$ cat config.mk
export PLATFORM = sky130hd
export DESIGN_NAME = riscv_irq_arbiter
export DESIGN_NICKNAME = d
export VERILOG_FILES = /design/src/rtl/riscv_irq_arbiter.sv
export SDC_FILE = /design/constraint.sdc
export NUM_CORES = 1
export LEC_CHECK = 0
export CORE_MARGIN = 10
export CORE_UTILIZATION = 42
export DETAILED_ROUTE_END_ITERATION = 8
export GPL_TIMING_DRIVEN = 0
export PLACE_DENSITY = 0.81
export SLEW_MARGIN = 0
export SYNTH_ARGS = -nofsm -noshare
export SYNTH_HDL_FRONTEND = slang
export SYNTH_SLANG_ARGS = --single-unit
export TNS_END_PERCENT = 1
$ cat constraint.sdc
create_clock -name clk -period 3.1 [get_ports clk]
set_input_delay 0.31 -clock clk [delete_from_list [all_inputs] [get_ports clk]]
set_output_delay 0.31 -clock clk [all_outputs]
set_load 0.02 [all_outputs]
$ cat src/rtl/riscv_irq_arbiter.sv
// Purpose : collects up to 32 level/edge interrupt lines into a pending register,
//           picks one winner by fixed priority and holds it as a single request.
// Latency : line asserted before edge k -> pending after k -> irq_o after k+1.
// Backpressure: the request is held until irq_ack_i or irq_kill_i. A higher
//           priority line does not preempt it. After an ack there is one dead
//           cycle, so at most one grant is made every 3 cycles.
//
// Optional feature: define RISCV_IRQ_ARB_SEC_PRIO_EN so that pending secure
// lines always beat non-secure ones. Without it, the secure bit is only
// carried through to irq_sec_o.
//
// Ports:
//   clk, rst_n        core clock; async active-low reset
//   irq_lines_i       raw interrupt lines
//   irq_edge_mode_i   per line: 1 = rising-edge, 0 = level
//   irq_mask_i        per-line enable (0 also clears pending)
//   irq_sec_lines_i   per-line secure attribute
//   irq_o/irq_id_o/irq_sec_o  registered request to the interrupt controller
//   irq_ack_i/irq_kill_i      controller accept / drop (only honoured in REQ)
//   pending_o         pending register for CSR readback
module riscv_irq_arbiter #(
    parameter int N_IRQ = 32
) (
    input  logic        clk,
    input  logic        rst_n,
    input  logic [31:0] irq_lines_i,
    input  logic [31:0] irq_edge_mode_i,
    input  logic [31:0] irq_mask_i,
    input  logic [31:0] irq_sec_lines_i,
    output logic        irq_o,
    output logic [4:0]  irq_id_o,
    output logic        irq_sec_o,
    input  logic        irq_ack_i,
    input  logic        irq_kill_i,
    output logic [31:0] pending_o
);

    // Lines at or above N_IRQ are tied inactive.
    localparam logic [31:0] IMPL_MASK = (N_IRQ >= 32) ? 32'hFFFF_FFFF
                                      : ((32'h1 << N_IRQ) - 32'h1);

    typedef enum logic [1:0] {
        ST_IDLE = 2'd0,
        ST_REQ  = 2'd1,
        ST_ACK  = 2'd2
    } state_t;

    state_t      r_state;
    state_t      w_state_nxt;
    logic [31:0] r_line_q;
    logic [31:0] r_pend;
    logic [4:0]  r_id;
    logic        r_sec;
    logic        r_irq;

    logic [31:0] w_lines;
    logic [31:0] w_mask;
    logic [31:0] w_edge_set;
    logic [31:0] w_ack_clr;
    logic [31:0] w_pend_edge;
    logic [31:0] w_pend_lvl;
    logic [31:0] w_pend_nxt;
    logic [4:0]  w_win_id;
    logic        w_latch;
    logic        w_ack_fire;

    // Highest set index of a 32-bit vector (0 when empty).
    function automatic logic [4:0] f_highest(input logic [31:0] v);
        logic [4:0] id;
        id = '0;
        for (int i = 0; i < 32; i++) begin
            if (v[i]) id = 5'(i);
        end
        return id;
    endfunction

    assign w_lines = irq_lines_i & IMPL_MASK;
    assign w_mask  = irq_mask_i  & IMPL_MASK;

    // ------------------------------------------------------------------
    // Arbitration on the registered pending vector
    // ------------------------------------------------------------------
`ifdef RISCV_IRQ_ARB_SEC_PRIO_EN
    logic [31:0] w_sec_pend;
    assign w_sec_pend = r_pend & irq_sec_lines_i;
    assign w_win_id   = (|w_sec_pend) ? f_highest(w_sec_pend) : f_highest(r_pend);
`else
    assign w_win_id   = f_highest(r_pend);
`endif

    // ------------------------------------------------------------------
    // FSM next state
    // ------------------------------------------------------------------
    always_comb begin
        w_state_nxt = r_state;
        w_latch     = 1'b0;
        w_ack_fire  = 1'b0;
        case (r_state)
            ST_IDLE: begin
                if (|r_pend) begin
                    w_latch     = 1'b1;
                    w_state_nxt = ST_REQ;
                end
            end
            ST_REQ: begin
                // Ack beats kill; kill beats withdrawal.
                if (irq_ack_i) begin
                    w_ack_fire  = 1'b1;
                    w_state_nxt = ST_ACK;
                end else if (irq_kill_i) begin
                    w_state_nxt = ST_IDLE;
                end else if (!r_pend[r_id]) begin
                    w_state_nxt = ST_IDLE;
                end
            end
            ST_ACK:  w_state_nxt = ST_IDLE;
            default: w_state_nxt = ST_IDLE;
        endcase
    end

    // ------------------------------------------------------------------
    // Pending update
    // ------------------------------------------------------------------
    assign w_edge_set  = w_lines & ~r_line_q & w_mask;
    assign w_ack_clr   = w_ack_fire ? (32'h1 << r_id) : 32'h0;
    // The new edge is ORed in after the ack clear, so a set in the same
    // cycle as the ack survives.
    assign w_pend_edge = (r_pend & ~w_ack_clr & w_mask) | w_edge_set;
    assign w_pend_lvl  = w_lines & w_mask;
    assign w_pend_nxt  = ((irq_edge_mode_i & w_pend_edge) |
                          (~irq_edge_mode_i & w_pend_lvl)) & IMPL_MASK;

    // ------------------------------------------------------------------
    // State and output registers
    // ------------------------------------------------------------------
    always_ff @(posedge clk or negedge rst_n) begin
        if (!rst_n) begin
            r_state  <= ST_IDLE;
            r_line_q <= '0;
            r_pend   <= '0;
            r_id     <= '0;
            r_sec    <= 1'b0;
            r_irq    <= 1'b0;
        end else begin
            r_state  <= w_state_nxt;
            r_line_q <= w_lines;
            r_pend   <= w_pend_nxt;
            r_irq    <= (w_state_nxt == ST_REQ);
            if (w_latch) begin
                r_id  <= w_win_id;
                r_sec <= irq_sec_lines_i[w_win_id];
            end else if (w_ack_fire) begin
                r_sec <= 1'b0;
            end
        end
    end

    assign irq_o     = r_irq;
    assign irq_id_o  = r_id;
    assign irq_sec_o = r_sec;
    assign pending_o = r_pend;

endmodule

# --- Yosys cells after proc, flatten, opt, wreduce, memory -nomap -nowiden ---
# Cells that the tools add are included.
word_totals:
  mem_count: 0
  out_inout_bits: 39
  mem_bits_ro: 0
  register_bits: 73
  ramBits: 0
  latchBits: 0
classes:
  div_mod_pow: 0
  order_cmp: 2
  shifts: 1
  bitwise_logic: 12
  n_mux: 47
  add_sub_neg: 0
  n_reduce_logical: 3
  mul: 0
  n_eq_ne: 2
ops:
  columns: ["operator", "count"]
  rows:
  - ["32-bit AND", 7]
  - ["5-bit two-way mux", 26]
  - ["32-bit inverter", 3]
  - ["32-bit bitwise OR", 2]
  - ["32-bit two-way mux", 1]
  - ["32-bit OR reduction", 1]
  - ["1-bit by 5-bit left shift with 32-bit output, first input constant", 1]
  - ["5-bit by 6-bit less-than comparator with 1-bit output, second input constant", 2]
  - ["2-bit two-way mux", 6]
  - ["1-bit binary-select mux with 5-bit select", 2]
  - ["1-bit two-way mux", 9]
  - ["3-bit two-way mux", 2]
  - ["2-bit by 1-bit equality test with 1-bit output, second input constant", 2]
  - ["2-bit one-hot mux with 2 select lines", 1]
  - ["2-bit zero test", 1]
  - ["2-bit nonzero test", 1]

# --- Logic depth before layout (Yosys ltp) ---
# Gate-level depths: netlist of run 1.
logic_depth:
  ltp_word: 34
  depth_mapped: 11
  depth_no_buf: 9

# --- Worst setup path after synthesis of run 1 ---
# No wires, ideal clock.
synth_timing:
  path_type: "reg-to-reg"
  from: "reg r_pend[25] (netlist: pending_o[25])"
  to: "reg r_sec (netlist: irq_sec_o)"
  period_less_slack_ns: 2.635
  t_arrival_ns: 2.536
  path_stages_with_launch: 12
  setup_time_ns: 0.099
  required_ns: 3.001
  slack_ns: 0.465
  path_cell_list: "dfrtp_1 nor2b_1 a2111oi_0 nand4_1 o22a_2 buf_6 buf_12 mux2i_1 mux2i_1 a21oi_1 o311a_1 a311oi_1"
synth_via:
  elab_chain_len: 10
  word_cells_on_any_way: 14
  cone_classes: "mux: 12; reduce/logical: 2"
synth_lines:
  columns: ["item", "line", "text"]
  rows:
  - ["start: declaration", "51", "logic [31:0] r_pend;"]
  - ["start signal: assignment", "147", "r_pend <= w_pend_nxt;"]
  - ["5-bit two-way mux (7 in a row)", "72", "if (v[i]) id = 5'(i);"]
  - ["1-bit binary-select mux with 5-bit select", "151", "r_sec <= irq_sec_lines_i[w_win_id];"]
  - ["1-bit two-way mux (not written as such)", "151", null]
  - ["1-bit two-way mux", "149", "if (w_latch) begin"]
  - ["end signal: assignment", "151", null]
  - ["end: declaration", "53", "logic r_sec;"]
# Parallel ways exist; a longest one is shown, timed or not. The select of a mux whose other input is x is not followed.
# A chain may end at the register's enable or synchronous reset.

# --- Worst setup path after layout of run 1 ---
layout_timing:
  from: "reg r_pend[24] (netlist: pending_o[24])"
  to: "reg r_sec (netlist: irq_sec_o)"
layout_via:
  elab_chain_len: 11
  word_cells_on_any_way: 15
  cone_classes: "mux: 13; reduce/logical: 2"
layout_lines:
  columns: ["item", "line"]
  rows:
  - ["5-bit two-way mux (8 in a row)", "72"]
  - ["1-bit binary-select mux with 5-bit select", "151"]
  - ["1-bit two-way mux (not written as such)", "151"]
  - ["1-bit two-way mux", "149"]
# Parallel ways exist; a longest one is shown, timed or not. The select of a mux whose other input is x is not followed.

==> summary.md, run 1 <==
| Metric | Value |
|---|---|
| Setup TNS | 0 ns |
| Placed instance count | 630 |
| Main synth FF type | dfrtp_1 |
| Status | finished clean |
| Classification of the worst setup path | reg2reg |
| Worst slew pin tran | about 0.76 ns |
| Crit start category | register |
| Crit path to | irq_sec_o |
| Max Transition Viols Final | 0 |
| Drt wl/cell | 20.5 um |
| Avg Cell Area, Syn | approximately 11 um^2 |
| Detailed-route wire length | about 13,000 um |
| Final cell count without fillers | 646 |
| Post-CTS Setup Bufs | 0 |
| ANT nets after route | 0 |
| Die H | between 100 and 150 um |
| GPL Wtd Cong | between 0.8 and 0.9 |
| Area Overhead vs Synth | 55.9% |
| Via count | 3,613 |
| TritonCTS clock tree | yes |
| Yosys reg bits | 73 |
| CP Max Fanout | 10 |
| Core area | 8640 um^2 |
| Layout net count | 666 |
| Layout cells sized above 1 | under 10% |
| Num CTS Buffers | 9 |
| Worst-case clock buffer depth | 2 |
| DRC errors left | 0 |
| Fraction of registers with async set or reset after synthesis | between 90% and 100% |
| Initial antenna violation count | 0 |
| Filler Cells Inserted | ~700 |
| Largest net degree at the start of global routing | 44 |
| RSZ-0062 raised after global routing | false |
| Worst Clk Skew | approximately 0.0094 ns |
| Tcrit/Tclk final | between 90 and 100% |
| Clock sinks | 73 |
| Hold crit path type | in2reg |
| Syn nets | 483 |
| DR iter-0 viols | between 200 and 300 |
| Vias per inst | 5.59 |
| Chip width | between 100 and 150 um |
| Total track usage | roughly a fifth |
| Die ar. | around 13,000 um^2 |
| Final Hold Vio Count | 0 |
| FP Rows | 34 |
| Vias in the first global route | 3,900 |
| Finished Core Util | 66.9% |
| Crit path from | pending_o[24] |
| Dpl hpwl | approximately 11,000 um |
| Clk Latency, worst-skew pair | 0.35 ns |
| Ys Warns | 0 |
| Peak supply drop | between 300 and 400 uV |
| RR Startpoint | pending_o[24] |
| Achievable Freq | 349 MHz |
| # diodes | 0 |
| Critical Path AT | 3.08 ns |
| Minimum clock period | 2.86 ns |
| EDFF count, synth | 0 |
| IO Pins | approximately 170 |
| R2r setup slk | around 0.24 ns |
| Pre-antenna DRT Iters | 5 |
| Starting density of the core | between 40% and 50% |
| Worst EP required | approximately 3.3 ns |
| Yosys cell types | 44 |
| Reg2Reg Capture Point | irq_sec_o |
| Worst R2R Path Depth | 9 |
| H-tree depth | 3 |
| Max transition margin | between 40% and 50% |
| Final Setup Violations | 0 |
| Leakage | around 2.3 nW |
| Min-delay src | irq_lines_i[27] |
| Syn Inst Count | between 300 and 400 |
| Endpoint type of the worst setup path | register |
| Global-route wire length before repair | between 20,000 and 25,000 um |
| Maximum capacitance violations | 0 |
| PD cells | 540 nW/um^2 |
| CTS Root Cell | clkbuf_8 |
| Seq/Total Area, Yosys | slightly below 50% |
| Clock slew at reported path FFs | roughly 0.080 ns |
| IO Port Bufs | 170 |
| GRT overflow | 0 |
| Syn Std Cell Area | between 3000 and 4000 um^2 |
| Total power | between 3 and 4 mW |
[metal layers]
layer / up-vias / share of wire, % / track usage (%) / routed length [um]
met5: - / 0 / 0 / 0
met3: 14 / 8.7 / 6.72 / 1150
li1: 1673 / - / - / -
met4: 0 / 1.4 / 6.77 / 180
met1: 1750 / 40 / 23.2 / 5270
met2: 176 / 50 / 33.3 / 6610
[how the worst min path moves through the flow]
| stage | end | slack [ns] | cells past startpoint |
|---|---|---|---|
| floorplan | irq_id_o[0] | 0.01 | 0 |
| global placement | irq_id_o[4] | 0.56 | 2 |
| detailed placement | r_line_q[9] | 0.28 | 1 |
| CTS | r_line_q[27] | 0.41 | 1 |
| global route | r_line_q[30] | 0.41 | 1 |
| finish | r_line_q[27] | 0.42 | 1 |
[worst max-delay path, cell delays in order, from the launching register on]
cell and delay (ns):
dfrtp_1 0.48, nor2_1 0.20, or4b_1 0.45, a311oi_1 0.23
o22a_2 0.21, buf_6 0.14, buf_12 0.14, mux4_1 0.57
o21ai_0 0.20, a311oi_1 0.11
[stage by stage]
| stage | hold WS, ns | cell area, um^2 | worst slack (ns) |
|---|---|---|---|
| finish | 0.424 | 5780 | 0.237 |
| floorplan | 0.0144 | 3710 | 0.465 |
| global route | 0.412 | 5780 | 0.0473 |
| detailed placement | 0.278 | 5560 | 0.109 |
| global placement | 0.563 | 5540 | -0.795 |
| CTS | 0.412 | 5760 | 0.0596 |
[power by group]
part | switching [mW] | leakage [nW] | total, mW | internal, mW
sequential | 0.124 | 0.889 | 1.18 | 1.05
clock | 0.365 | 0.0981 | 0.753 | 0.388
combinational | 0.583 | 1.32 | 1.19 | 0.610
total | 1.07 | 2.31 | 3.12 | 2.05
[timing repair]
| item | 4_1_cts | 5_1_grt |
|---|---|---|
| endpoints found under the setup margin | 0 | 1 |
| hold endpoints to repair | 30 | 0 |
| hold buffers | 1 | 0 |
| resized for setup | 0 | 3 |
[sequential cells by signal, summed over array words and instances, names as in the netlist]
| signal | flops |
|---|---|
| irq_sec_o | 1 |
| r_state | 2 |
| pending_o | 32 |
| irq_o | 1 |
| irq_id_o | 5 |
| r_line_q | 32 |
[cells in the mapped netlist (all sizes together) (2+ instances only)]
cell / instances / area share, %
nand4: 2 / 0.34
nor4: 6 / 1.0
nor2: 29 / 2.9
inv: 8 / 0.81
a311oi: 2 / 0.47
a21boi: 2 / 0.41
a21oi: 4 / 0.54
nand2: 76 / 7.7
o21bai: 2 / 0.41
buf: 4 / 1.1
nand3: 2 / 0.27
and2: 2 / 0.34
nor2b: 36 / 6.1
o31ai: 2 / 0.41
mux4: 13 / 8.3
nor3: 5 / 0.68
nand2b: 5 / 0.84
clkbuf: 4 / 0.41
a221oi: 2 / 0.47
a31oi: 2 / 0.34
mux2i: 11 / 3.0
o41ai: 3 / 0.71
o21ai: 3 / 0.41
a32oi: 32 / 7.6
dfrtp: 73 / 49
mux2: 5 / 1.5
o311ai: 2 / 0.47
[layout by cell type (no fill, tap or decap), types with 3 or more instances in the layout]
cell / instances
a21oi_1: 4
a32oi_1: 32
clkbuf_1: 4
clkbuf_8: 10
clkdlybuf4s50_1: 169
dfrtp_1: 73
inv_1: 8
mux2_2: 5
mux2i_1: 11
mux4_1: 4
mux4_2: 9
nand2_1: 76
nand2b_1: 5
nor2_1: 29
nor2b_1: 36
nor3_1: 5
nor4_1: 6
o21ai_0: 3
[cells by family after synthesis]
family                 synth area share (%)
AND/OR/NAND/NOR                        21.3
flip-flops                             49.3
AO/OA/AOI/OAI                          14.3
multiplexers                           12.8
buffers and inverters                  2.33
[cell type report]
cell class	instances	area, um^2	area share (%)
clock inverters	5	56.3	0.974
clock buffers	10	138	2.38
plain buffers	8	56.3	0.974
flip-flops and latches	73	1830	31.6
multi-input cells	262	1810	31.3
well taps	108	135	2.34
repair buffers	172	1730	29.9
inverters	8	30.0	0.520
Note: power is estimated with default switching activity, not from simulation.
==> run 2: changes to the inputs <==
--- a/config.mk
+++ b/config.mk
@@ -5,6 +5,8 @@
 export SDC_FILE = /design/constraint.sdc
 export NUM_CORES = 1
 export LEC_CHECK = 0
+export CAP_MARGIN = 20
+export CORE_ASPECT_RATIO = 0.5
 export CORE_MARGIN = 10
 export CORE_UTILIZATION = 42
 export DETAILED_ROUTE_END_ITERATION = 8
@@ -14,4 +16,3 @@
 export SYNTH_ARGS = -nofsm -noshare
 export SYNTH_HDL_FRONTEND = slang
 export SYNTH_SLANG_ARGS = --single-unit
-export TNS_END_PERCENT = 1
==> summary.md, run 2 (synthesis gave the netlist of run 1 again) <==
| Metric | Value |
|---|---|
| Largest net degree at the start of global routing | 47 |
| GRT overflow | 0 |
| GPL Wtd Cong | roughly 0.9 |
| Endpoint type of the worst setup path | register |
| CP Max Fanout | 10 |
| Status | finished clean |
| Core area | slightly below 9000 um^2 |
| Pre-antenna DRT Iters | 7 |
| Leakage | roughly 2.3 nW |
| Peak supply drop | ~360 uV |
| Vias in the first global route | 3,612 |
| Achievable Freq | about 350 MHz |
| Die H | a little under 90 um |
| DRC errors left | 0 |
| Critical Path AT | approximately 3.1 ns |
| Starting density of the core | 42.9% |
| Crit path buf inv count | 2 |
| Total track usage | 19.5% |
| Minimum clock period | ~2.9 ns |
| Total power | 3.32 mW |
| Clock slew at reported path FFs | around 0.06 ns |
| TritonCTS clock tree | yes |
| RSZ-0062 raised after global routing | false |
| Classification of the worst setup path | reg2reg |
| Largest stage delay on the critical path | 0.57 ns |
| Detailed-route wire length | 13,200 um |
| CTS Root Cell | clkbuf_16 |
| Finished Core Util | between 60% and 70% |
| Chip width | roughly 150 um |
| Worst slew pin tran | about 0.95 ns |
| Max transition margin | between 30% and 40% |
| Max Transition Viols Final | 0 |
| Commonest cells after routing, fill and taps aside | clkdlybuf4s50_1 (169), nand2_1 (76), dfrtp_1 (73) |
| ANT nets after route | 0 |
| Worst-case clock buffer depth | 2 |
| Die ar. | about 13,000 um^2 |
| Initial antenna violation count | 0 |
| Layout net count | about 670 |
| # diodes | 0 |
| Via count | ~3,600 |
| Vias per inst | about 5.5 |
| Crit-path cells | nor2b_1, a2111oi_1, nand4_1, o22a_2, buf_6, buf_12, mux2i_1, mux2i_1, a21oi_1, o311a_1, a311oi_1 |
| Final Hold Vio Count | 0 |
| Slowest stage cell, crit path | a2111oi_1 |
| Clk Latency, worst-skew pair | 0.33 ns |
| Worst Clk Skew | about 0.0054 ns |
| FP Rows | 24 |
| Dpl hpwl | 10,500 um |
| Area Overhead vs Synth | 58.5% |
| R2r setup slk | ~0.21 ns |
| Commonest non-fill, non-tap cell in the layout | clkdlybuf4s50_1 |
| Num CTS Buffers | 9 |
| Crit start category | register |
| Layout cells sized above 1 | under 10% |
| IO Pins | around 170 |
| IO Port Bufs | 170 |
| Hold crit path type | in2reg |
| CP most frequent cell | mux2i_1 |
| Global-route wire length before repair | slightly above 20,000 um |
| Tcrit/Tclk final | between 90% and 100% |
| H-tree depth | 3 |
| Drt wl/cell | between 20 and 25 um |
| PD cells | about 570 nW/um^2 |
| Delay-heaviest family, CP | compound AO/OA/AOI/OAI gates |
| Maximum capacitance violations | 0 |
| Worst EP required | 3.33 ns |
| Final Setup Violations | 0 |
| Clock sinks | 73 |
| DR iter-0 viols | roughly 420 |
==> run 2: changes by cell type in the layout (fill, tap and decap cells not counted), sizes merged <==
cell / change
buf: +1
bufinv: -1
clkbuf: +2
clkinv: -1
==> run 2: layout make-up <==
cell class / instances / area, um^2
flip-flops and latches: 73 / 1830
well taps: 117 / 146
fillers: 699 / 2770
inverters: 8 / 30.0
clock inverters: 3 / 17.5
multi-input cells: 262 / 1810
plain buffers: 8 / 56.3
repair buffers: 173 / 1740
clock buffers: 12 / 246
==> run 2: per-stage QoR <==
| stage | setup TNS [ns] | setup slack [ns] | area [um^2] | std cells | hold WS [ns] |
|---|---|---|---|---|---|
| 3_5_place_dp | 0 | 0.0357 | 5580 | 639 | 0.260 |
| 3_3_place_gp | -61.11 | -0.843 | 5550 | 638 | 0.565 |
| 5_1_grt | 0 | 0.0268 | 5880 | 656 | 0.442 |
| 4_1_cts | 0 | 0.166 | 5860 | 655 | 0.443 |
| 6_report | 0 | 0.208 | 5880 | 656 | 0.448 |
| 2_1_floorplan | 0 | 0.465 | 3710 | 351 | 0.0144 |
==> run 2: path summary, 6_finish.rpt <==
path,startpoint,to,cells after the start
min in group asynchronous,rst_n,r_line_q[27],2
hold reg to reg,r_line_q[15],pending_o[15],3
setup reg to reg,pending_o[25],irq_sec_o,11
setup / recovery,pending_o[25],irq_sec_o,11
hold / removal,irq_lines_i[16],r_line_q[16],1
max in group asynchronous,rst_n,pending_o[6],3
==> run 2: worst reg2reg max path, cell delays in order, from the launching register on <==
cell,delay (ns)
dfrtp_1,0.45
nor2b_1,0.17
a2111oi_1,0.57
nand4_1,0.17
o22a_2,0.28
buf_6,0.14
buf_12,0.14
mux2i_1,0.11
mux2i_1,0.14
a21oi_1,0.10
o311a_1,0.31
a311oi_1,0.24
==> run 2: what timing repair did <==
| item | CTS | global route |
|---|---|---|
| hold buffers | 1 | 0 |
| setup endpoints to repair | 1 | 1 |
| resized for setup | 1 | 3 |
| setup buffers | 0 | 1 |
| endpoints found under the hold margin | 27 | 0 |
| pin swaps | 0 | 1 |
==> run 2: routing by layer <==
metal / vias to the layer above / global-route usage [%] / share of wire (%)
met5: - / 0 / 0
met4: 0 / 6.20 / 1.5
met3: 15 / 6.82 / 8.3
met2: 172 / 32.5 / 49
met1: 1740 / 23.3 / 41
li1: 1680 / - / -
==> run 2: power breakdown <==
part	leakage (nW)	internal [mW]	switching, mW
logic	1.33	0.614	0.606
registers	0.889	1.06	0.117
clock network	0.128	0.556	0.372
